===== src/rtl/cgra_pkg.sv =====
// Shared CGRA array sizing, derived index widths and sequencer state encoding.
// Latency: n/a (constants and types only).
// Backpressure: n/a.
package cgra_pkg;

    localparam int CGRA_PE_ROW_SIZE          = 4;
    localparam int CGRA_PE_COLUMN_SIZE       = 4;
    localparam int CGRA_CONTEXT_SIZE         = 16;
    localparam int CGRA_DATA_WIDTH           = 32;
    localparam int CGRA_OPERATION_BIT_LENGTH = 4;
    localparam int CGRA_INPUT_NUM_BIT_LENGTH = 3;
    localparam int CGRA_EXEC_CYCLE_WIDTH     = 16;

    localparam int CGRA_PE_ROW_BIT_LENGTH       = $clog2(CGRA_PE_ROW_SIZE);
    localparam int CGRA_PE_COLUMN_BIT_LENGTH    = $clog2(CGRA_PE_COLUMN_SIZE);
    localparam int CGRA_CONTEXT_SIZE_BIT_LENGTH = $clog2(CGRA_CONTEXT_SIZE);

    typedef enum logic [2:0] {
        S_IDLE  = 3'd0,
        S_LOAD  = 3'd1,
        S_START = 3'd2,
        S_RUN   = 3'd3,
        S_DONE  = 3'd4
    } seq_state_t;

endpackage


===== src/rtl/cgra_config_sequencer_pe_context_counter.sv =====
// Nested write-position counter: column fastest, then row, then context slot.
// Latency: position advances on the edge after inc; last is combinational on the current position.
// Backpressure: none; holds while inc is low, clear has priority over inc.
module pe_context_counter
    import cgra_pkg::*;
#(
    parameter int ROWS  = CGRA_PE_ROW_SIZE,
    parameter int COLS  = CGRA_PE_COLUMN_SIZE,
    parameter int ROW_W = CGRA_PE_ROW_BIT_LENGTH,
    parameter int COL_W = CGRA_PE_COLUMN_BIT_LENGTH,
    parameter int CTX_W = CGRA_CONTEXT_SIZE_BIT_LENGTH
) (
    input  logic             clk,
    input  logic             reset,
    input  logic             clear,
    input  logic             inc,
    input  logic [CTX_W-1:0] max_id,
    output logic [ROW_W-1:0] row,
    output logic [COL_W-1:0] col,
    output logic [CTX_W-1:0] ctx,
    output logic             last
);

    logic col_wrap;
    logic row_wrap;

    assign col_wrap = (col == COL_W'(COLS - 1));
    assign row_wrap = (row == ROW_W'(ROWS - 1));
    assign last     = col_wrap && row_wrap && (ctx == max_id);

    // Advance column, carry into row on column wrap, carry into context on row wrap.
    always_ff @(posedge clk) begin
        if (reset || clear) begin
            row <= '0;
            col <= '0;
            ctx <= '0;
        end else if (inc) begin
            if (col_wrap) begin
                col <= '0;
                if (row_wrap) begin
                    row <= '0;
                    ctx <= ctx + CTX_W'(1);
                end else begin
                    row <= row + ROW_W'(1);
                end
            end else begin
                col <= col + COL_W'(1);
            end
        end
    end

endmodule


===== src/rtl/cgra_config_sequencer.sv =====
// Loads per-PE config words into the CGRA array, then pulses start_exec and times the run.
// Latency: write strobe 1 cycle after each handshake; start_exec 2 cycles after last handshake.
// Backpressure: cfg_ready high only while loading; cfg_valid low stalls with no writes.
module cgra_config_sequencer
    import cgra_pkg::*;
#(
    parameter int PE_ROW_SIZE             = CGRA_PE_ROW_SIZE,
    parameter int PE_COLUMN_SIZE          = CGRA_PE_COLUMN_SIZE,
    parameter int CONTEXT_SIZE            = CGRA_CONTEXT_SIZE,
    parameter int DATA_WIDTH              = CGRA_DATA_WIDTH,
    parameter int OPERATION_BIT_LENGTH    = CGRA_OPERATION_BIT_LENGTH,
    parameter int INPUT_NUM_BIT_LENGTH    = CGRA_INPUT_NUM_BIT_LENGTH,
    parameter int EXEC_CYCLE_WIDTH        = CGRA_EXEC_CYCLE_WIDTH,
    parameter int PE_ROW_BIT_LENGTH       = $clog2(PE_ROW_SIZE),
    parameter int PE_COLUMN_BIT_LENGTH    = $clog2(PE_COLUMN_SIZE),
    parameter int CONTEXT_SIZE_BIT_LENGTH = $clog2(CONTEXT_SIZE)
) (
    input  logic                               clk,
    input  logic                               reset,
    input  logic                               load_start,
    // One extra bit so that out-of-range ids can be presented and rejected.
    input  logic [CONTEXT_SIZE_BIT_LENGTH:0]   context_max_id_in,
    input  logic [EXEC_CYCLE_WIDTH-1:0]        exec_cycles,
    input  logic                               abort,
    input  logic                               cfg_valid,
    output logic                               cfg_ready,
    input  logic [INPUT_NUM_BIT_LENGTH-1:0]    cfg_input_index_1,
    input  logic [INPUT_NUM_BIT_LENGTH-1:0]    cfg_input_index_2,
    input  logic [OPERATION_BIT_LENGTH-1:0]    cfg_op,
    input  logic [DATA_WIDTH-1:0]              cfg_const,
    output logic [PE_ROW_BIT_LENGTH-1:0]       config_PE_row_index,
    output logic [PE_COLUMN_BIT_LENGTH-1:0]    config_PE_column_index,
    output logic [CONTEXT_SIZE_BIT_LENGTH-1:0] config_index,
    output logic [INPUT_NUM_BIT_LENGTH-1:0]    config_input_PE_index_1,
    output logic [INPUT_NUM_BIT_LENGTH-1:0]    config_input_PE_index_2,
    output logic [OPERATION_BIT_LENGTH-1:0]    config_op,
    output logic [DATA_WIDTH-1:0]              config_const_data,
    output logic                               write_config_data,
    output logic                               start_exec,
    output logic [CONTEXT_SIZE_BIT_LENGTH-1:0] mapping_context_max_id,
    output logic                               busy,
    output logic                               done,
    output logic                               error
);

    localparam logic [CONTEXT_SIZE_BIT_LENGTH:0] CTX_LIMIT =
        (CONTEXT_SIZE_BIT_LENGTH + 1)'(CONTEXT_SIZE);

    seq_state_t                         state;
    logic [EXEC_CYCLE_WIDTH-1:0]        run_len;
    logic [EXEC_CYCLE_WIDTH-1:0]        run_cnt;
    logic [PE_ROW_BIT_LENGTH-1:0]       pos_row;
    logic [PE_COLUMN_BIT_LENGTH-1:0]    pos_col;
    logic [CONTEXT_SIZE_BIT_LENGTH-1:0] pos_ctx;
    logic                               pos_last;
    logic                               id_ok;
    logic                               accept;
    logic                               hs;

    assign id_ok  = (context_max_id_in < CTX_LIMIT);
    assign accept = (state == S_IDLE) && load_start && id_ok && !abort;
    assign hs     = (state == S_LOAD) && cfg_valid && cfg_ready && !abort;

    pe_context_counter #(
        .ROWS  (PE_ROW_SIZE),
        .COLS  (PE_COLUMN_SIZE),
        .ROW_W (PE_ROW_BIT_LENGTH),
        .COL_W (PE_COLUMN_BIT_LENGTH),
        .CTX_W (CONTEXT_SIZE_BIT_LENGTH)
    ) u_pos (
        .clk    (clk),
        .reset  (reset),
        .clear  (accept),
        .inc    (hs),
        .max_id (mapping_context_max_id),
        .row    (pos_row),
        .col    (pos_col),
        .ctx    (pos_ctx),
        .last   (pos_last)
    );

    // Sequencer FSM with all host/array outputs registered; abort overrides every state.
    always_ff @(posedge clk) begin
        if (reset) begin
            state                   <= S_IDLE;
            run_len                 <= '0;
            run_cnt                 <= '0;
            cfg_ready               <= 1'b0;
            config_PE_row_index     <= '0;
            config_PE_column_index  <= '0;
            config_index            <= '0;
            config_input_PE_index_1 <= '0;
            config_input_PE_index_2 <= '0;
            config_op               <= '0;
            config_const_data       <= '0;
            write_config_data       <= 1'b0;
            start_exec              <= 1'b0;
            mapping_context_max_id  <= '0;
            busy                    <= 1'b0;
            done                    <= 1'b0;
            error                   <= 1'b0;
        end else begin
            write_config_data <= 1'b0;
            start_exec        <= 1'b0;
            done              <= 1'b0;
            error             <= 1'b0;
            if (abort) begin
                state     <= S_IDLE;
                cfg_ready <= 1'b0;
                busy      <= 1'b0;
            end else begin
                case (state)
                    S_IDLE: begin
                        // busy lingers through the done cycle, dropping one cycle later
                        busy <= 1'b0;
                        if (load_start) begin
                            if (!id_ok) begin
                                error <= 1'b1;
                            end else begin
                                mapping_context_max_id <= context_max_id_in[CONTEXT_SIZE_BIT_LENGTH-1:0];
                                run_len   <= (exec_cycles == '0) ? EXEC_CYCLE_WIDTH'(1) : exec_cycles;
                                state     <= S_LOAD;
                                cfg_ready <= 1'b1;
                                busy      <= 1'b1;
                            end
                        end
                    end
                    S_LOAD: begin
                        if (hs) begin
                            write_config_data       <= 1'b1;
                            config_PE_row_index     <= pos_row;
                            config_PE_column_index  <= pos_col;
                            config_index            <= pos_ctx;
                            config_input_PE_index_1 <= cfg_input_index_1;
                            config_input_PE_index_2 <= cfg_input_index_2;
                            config_op               <= cfg_op;
                            config_const_data       <= cfg_const;
                            if (pos_last) begin
                                state     <= S_START;
                                cfg_ready <= 1'b0;
                            end
                        end
                    end
                    S_START: begin
                        start_exec <= 1'b1;
                        run_cnt    <= run_len;
                        state      <= S_RUN;
                    end
                    S_RUN: begin
                        if (run_cnt <= EXEC_CYCLE_WIDTH'(1)) begin
                            state <= S_DONE;
                        end else begin
                            run_cnt <= run_cnt - EXEC_CYCLE_WIDTH'(1);
                        end
                    end
                    S_DONE: begin
                        done  <= 1'b1;
                        state <= S_IDLE;
                    end
                    default: begin
                        state <= S_IDLE;
                    end
                endcase
            end
        end
    end

endmodule


===== config.mk =====
export PLATFORM = sky130hd
export DESIGN_NAME = cgra_config_sequencer
export DESIGN_NICKNAME = d
export VERILOG_FILES = /design/src/rtl/cgra_pkg.sv /design/src/rtl/cgra_config_sequencer_pe_context_counter.sv /design/src/rtl/cgra_config_sequencer.sv
export SDC_FILE = /design/constraint.sdc
export NUM_CORES = 1
export LEC_CHECK = 0
export BUFFER_PORTS_ARGS = -buffer_cell sky130_fd_sc_hd__buf_2
export CAP_MARGIN = 5
export CORE_ASPECT_RATIO = 0.5
export CORE_MARGIN = 2
export CORE_UTILIZATION = 46
export CTS_CLUSTER_DIAMETER = 150
export CTS_CLUSTER_SIZE = 14
export DETAILED_ROUTE_END_ITERATION = 8
export GPL_TIMING_DRIVEN = 0
export HOLD_SLACK_MARGIN = 0.15
export PLACE_DENSITY = 0.75
export SYNTH_ARGS = -nofsm -noshare
export SYNTH_HDL_FRONTEND = slang
export SYNTH_SLANG_ARGS = --single-unit
export TNS_END_PERCENT = 30

===== constraint.sdc =====
create_clock -name clk -period 1.85 [get_ports clk]
set_clock_uncertainty 0.15 [all_clocks]
set_input_delay 0.2775 -clock clk [delete_from_list [all_inputs] [get_ports clk]]
set_output_delay 0.2775 -clock clk [all_outputs]
set_load 0.005 [all_outputs]

==> report_table.html <==
<table>
<tr><th>Metric</th><th>Value</th></tr>
<tr><th colspan="2">Placement</th></tr>
<tr><td>Count of buffers from port buffering</td><td>126</td></tr>
<tr><td>DPL Wire Length</td><td>8.158 mm</td></tr>
<tr><td>Placer's final routability congestion estimate</td><td>0.8989</td></tr>
<tr><td>Worst-case setup slack after placement</td><td>-0.3091 ns</td></tr>
<tr><th colspan="2">Clocking</th></tr>
<tr><td>TritonCTS buffer count</td><td>9</td></tr>
<tr><td>TritonCTS clock tree</td><td>done</td></tr>
<tr><td>CTS clk-pin slew, worst paths</td><td>0.07 ns</td></tr>
<tr><td>Clk root buf</td><td>sky130_fd_sc_hd__clkbuf_16</td></tr>
<tr><td>Clock tree sinks</td><td>103</td></tr>
<tr><td>Total number of H-tree levels</td><td>3</td></tr>
<tr><td>Worst-case clock buffer depth</td><td>2</td></tr>
<tr><td>Skew-Pair Late Insertion Delay</td><td>0.35 ns</td></tr>
<tr><th colspan="2">Die</th></tr>
<tr><td>Area of the placeable core</td><td>0.008859 mm2</td></tr>
<tr><td>Full die area</td><td>0.01011 mm2</td></tr>
<tr><td>Starting density of the core</td><td>48.15%</td></tr>
<tr><td>Die span in x</td><td>140.2 um</td></tr>
<tr><td>Top Ports</td><td>128</td></tr>
<tr><td>Overall die height</td><td>72.09 um</td></tr>
<tr><td>Std-Cell Rows</td><td>24</td></tr>
<tr><th colspan="2">Power</th></tr>
<tr><td>Power per unit of standard cell area</td><td>714.8 mW/mm2</td></tr>
<tr><td>Sequential power share</td><td>49.3%</td></tr>
<tr><td>Net switching power figure</td><td>1032 uW</td></tr>
<tr><td>Share of total power in combinational logic</td><td>7.2%</td></tr>
<tr><td>Worst voltage drop across the vdd grid</td><td>0.5488 mV</td></tr>
<tr><td>Leak</td><td>0.002708 uW</td></tr>
<tr><td>Fraction of power spent switching nets</td><td>22.67%</td></tr>
<tr><td>Clock group share of total power</td><td>43.5%</td></tr>
<tr><td>Internal power contribution</td><td>3522 uW</td></tr>
<tr><th colspan="2">Synthesis</th></tr>
<tr><td>Combined area of all synthesized cells</td><td>0.004265 mm2</td></tr>
<tr><td>Number of nets in the synthesized netlist</td><td>575</td></tr>
<tr><td>Flip-flop and latch count after synthesis</td><td>103</td></tr>
<tr><td>Portion of the post-synthesis area used by sequential elements</td><td>48.34%</td></tr>
<tr><td>Post-synthesis instance total</td><td>502</td></tr>
<tr><td>Synth warn</td><td>0</td></tr>
<tr><td>Most common flop cell mapped by yosys</td><td>sky130_fd_sc_hd__dfxtp_1</td></tr>
<tr><td>Netlist cell types</td><td>56</td></tr>
<tr><td>Proportion of register bits with asynchronous set or reset after synthesis</td><td>0%</td></tr>
<tr><td>Post-Syn Area per Cell</td><td>8.497 um2</td></tr>
<tr><td>Number of synthesized flops with an enable pin</td><td>0</td></tr>
<tr><th colspan="2">Drt</th></tr>
<tr><td>Via count normalized by instance count</td><td>5.374</td></tr>
<tr><td>Via count</td><td>4498</td></tr>
<tr><td>WL final</td><td>12.94 mm</td></tr>
<tr><td>Mean routed wirelength per cell</td><td>15.46 um</td></tr>
<tr><td>Starting DRC count in detailed routing</td><td>332</td></tr>
<tr><td>Router iterations before antenna repair</td><td>9</td></tr>
<tr><td>Remaining design rule violation count</td><td>11</td></tr>
<tr><td>Residual antenna-violating net count after detailed routing</td><td>0</td></tr>
<tr><th colspan="2">Hold path</th></tr>
<tr><td>WHS Path Cells</td><td>4</td></tr>
<tr><td>Worst min path class</td><td>in2reg</td></tr>
<tr><td>End of the worst hold path</td><td>state[1]</td></tr>
<tr><td>Hold Path Origin</td><td>abort</td></tr>
<tr><th colspan="2">Worst setup path</th></tr>
<tr><td>Critical path fanouts, max</td><td>6</td></tr>
<tr><td>Reg2Reg Capture Point</td><td>run_cnt[12]</td></tr>
<tr><td>Worst Path Class, Setup</td><td>reg2reg</td></tr>
<tr><td>Worst R2R Path Depth</td><td>9</td></tr>
<tr><td>Signal arrival time at the worst endpoint</td><td>2.04 ns</td></tr>
<tr><td>Data required time of the worst path</td><td>1.94 ns</td></tr>
<tr><td>R2r startpoint</td><td>run_cnt[0]</td></tr>
<tr><td>Reg-to-reg slack, setup</td><td>-0.1 ns</td></tr>
<tr><td>Crit path launch type</td><td>flop</td></tr>
<tr><td>Type of destination of the critical path</td><td>flop</td></tr>
<tr><th colspan="2">Timing</th></tr>
<tr><td>Transition time at the pin with the least slew margin</td><td>0.6348 ns</td></tr>
<tr><td>Max frequency</td><td>0.5137 GHz</td></tr>
<tr><td>Unrepaired setup endpoints after global routing</td><td>true</td></tr>
<tr><td>Worst rel slew slack</td><td>57.68%</td></tr>
<tr><td>Final hold violation count</td><td>0</td></tr>
<tr><td>Setup WS post-layout</td><td>-0.09683 ns</td></tr>
<tr><td>Final max-slew violation count</td><td>0</td></tr>
<tr><td>Period Utilization, post-route</td><td>105.2%</td></tr>
<tr><td>Final count of negative-setup-slack endpoints</td><td>16</td></tr>
<tr><td>Minimum clock period</td><td>1.947 ns</td></tr>
<tr><td>Setup TNS</td><td>-0.5854 ns</td></tr>
<tr><th colspan="2">Global route</th></tr>
<tr><td>Wire length of the first global-routing pass</td><td>20.63 mm</td></tr>
<tr><td>Maximum number of pins on one net before global-route repair</td><td>19</td></tr>
<tr><td>GR Overflow Total</td><td>0</td></tr>
<tr><td>Via count of the first global-routing pass</td><td>4307</td></tr>
<tr><td>Total Routing Usage GR</td><td>25.86%</td></tr>
<tr><td>Initial antenna violation count</td><td>0</td></tr>
<tr><th colspan="2">Cells and area</th></tr>
<tr><td>Most frequent cells in the layout</td><td>127 x sky130_fd_sc_hd__buf_2, 126 x sky130_fd_sc_hd__nand2_1, 99 x sky130_fd_sc_hd__dfxtp_1</td></tr>
<tr><td>Layout-stage area growth over the synthesis result</td><td>49.37%</td></tr>
<tr><td>Share of post-route cells with drive strength above 1</td><td>30.56%</td></tr>
<tr><td>Number of nets in the finished design</td><td>788</td></tr>
<tr><td>Number of inserted diodes</td><td>0</td></tr>
<tr><td>Leading cell type in the layout, fill and taps excluded</td><td>sky130_fd_sc_hd__buf_2</td></tr>
<tr><th colspan="2">Flow run</th></tr>
<tr><td>Total of max-cap violations</td><td>0</td></tr>
<tr><th colspan="2">Status</th></tr>
<tr><td>Status</td><td>finished with violations</td></tr>
<tr><td>Violated checks</td><td>DRC, setup timing</td></tr>
</table>
[worst max-delay path: stages (launching register included)]
cell	delay, ns
sky130_fd_sc_hd__dfxtp_4	0.37
sky130_fd_sc_hd__inv_4	0.06
sky130_fd_sc_hd__ha_4	0.17
sky130_fd_sc_hd__nor2_4	0.05
sky130_fd_sc_hd__or3_4	0.35
sky130_fd_sc_hd__o21ai_4	0.17
sky130_fd_sc_hd__buf_12	0.15
sky130_fd_sc_hd__buf_4	0.11
sky130_fd_sc_hd__nor3_1	0.04
sky130_fd_sc_hd__a31o_2	0.21
[power by group through the flow]
| stage | sequential (uW) | combinational [uW] | clock [uW] |
|---|---|---|---|
| 6_report | 2240 | 328 | 1980 |
| 5_1_grt | 2250 | 354 | 2110 |
| 4_1_cts | 2250 | 310 | 2020 |
| 3_5_place_dp | 2300 | 202 | 0 |
| 3_3_place_gp | 2300 | 202 | 0 |
| 2_1_floorplan | 2300 | 92.0 | 0 |
[cell type report]
type                            count  area [um2]
Buffer                             30       202.7
Clock buffer                       10       239.0
Clock inverter                      6       73.82
Fill cell                         655        2487
Inverter                            5       21.27
Multi-Input combinational cell    364        2206
Sequential cell                   103        2074
Tap cell                          117       146.4
Timing Repair Buffer              202        1408
[how the worst max path moves through the flow]
stage	start	end
after global placement	run_cnt[0]	run_cnt[6]
after global routing	run_cnt[0]	run_cnt[12]
after floorplan	run_cnt[0]	run_cnt[15]
after detailed placement	run_cnt[0]	run_cnt[12]
after CTS	run_cnt[0]	run_cnt[12]
final	run_cnt[0]	run_cnt[12]
[synth_stat cells (all sizes together) (11+ instances only)]
library cell,number,area share [%]
a21oi,72,8.5
a22o,12,2.5
buf,13,1.7
clkbuf,16,1.6
dfxtp,103,48
mux2i,11,2.6
nand2,126,11
nor2,28,2.5
nor3,20,2.6
nor4,11,2.5
o21ai,14,1.9
[layer usage]
| metal | global-route usage, % | up-vias | part of all wire (%) |
|---|---|---|---|
| li1 | - | 2185 | - |
| met1 | 31.81 | 2096 | 43 |
| met2 | 44.72 | 187 | 48 |
| met3 | 6.337 | 30 | 7.0 |
| met4 | 10.10 | 0 | 2.1 |
| met5 | 0 | - | 0 |
[stage by stage]
step	std cells	hold WS [ns]	util (%)	instance area (um2)	power [uW]
after floorplan	502	0.2068	-	4273	2387
after global routing	837	0.1977	71.92	6371	4713
final	837	0.1714	71.92	6371	4554
after detailed placement	745	0.2937	57.01	5050	2502
after global placement	745	0.2894	57.01	5050	2500
after CTS	837	0.1634	70.55	6250	4575
[state kept, by name, summed over array words and instances (netlist names), 3 cells and up]
signal                   flops
state                        3
config_input_PE_index_2      3
config_input_PE_index_1      3
run_len                     16
config_const_data           32
config_op                    4
u_pos.ctx                    4
config_index                 4
mapping_context_max_id       4
run_cnt                     16
[cell families after synthesis]
family	after synthesis	synth area share [%]
AO/OA/AOI/OAI	123	17.60
XOR/XNOR	9	1.848
adder cells (fa/ha/maj)	5	1.467
buffers and inverters	35	4.018
flip-flops	103	48.34
multiplexers	11	2.582
AND/OR/NAND/NOR	216	24.14
[repair_timing]
item | CTS | global route
hold buffers | 65 | 0
setup buffers | 9 | 1
endpoints found under the hold margin | 65 | 0
setup endpoints to repair | 69 | 79
cloned | 2 | 0
pin swaps | 10 | 14
resized for setup | 38 | 42
No activity file was read; power rests on OpenSTA's default activity.
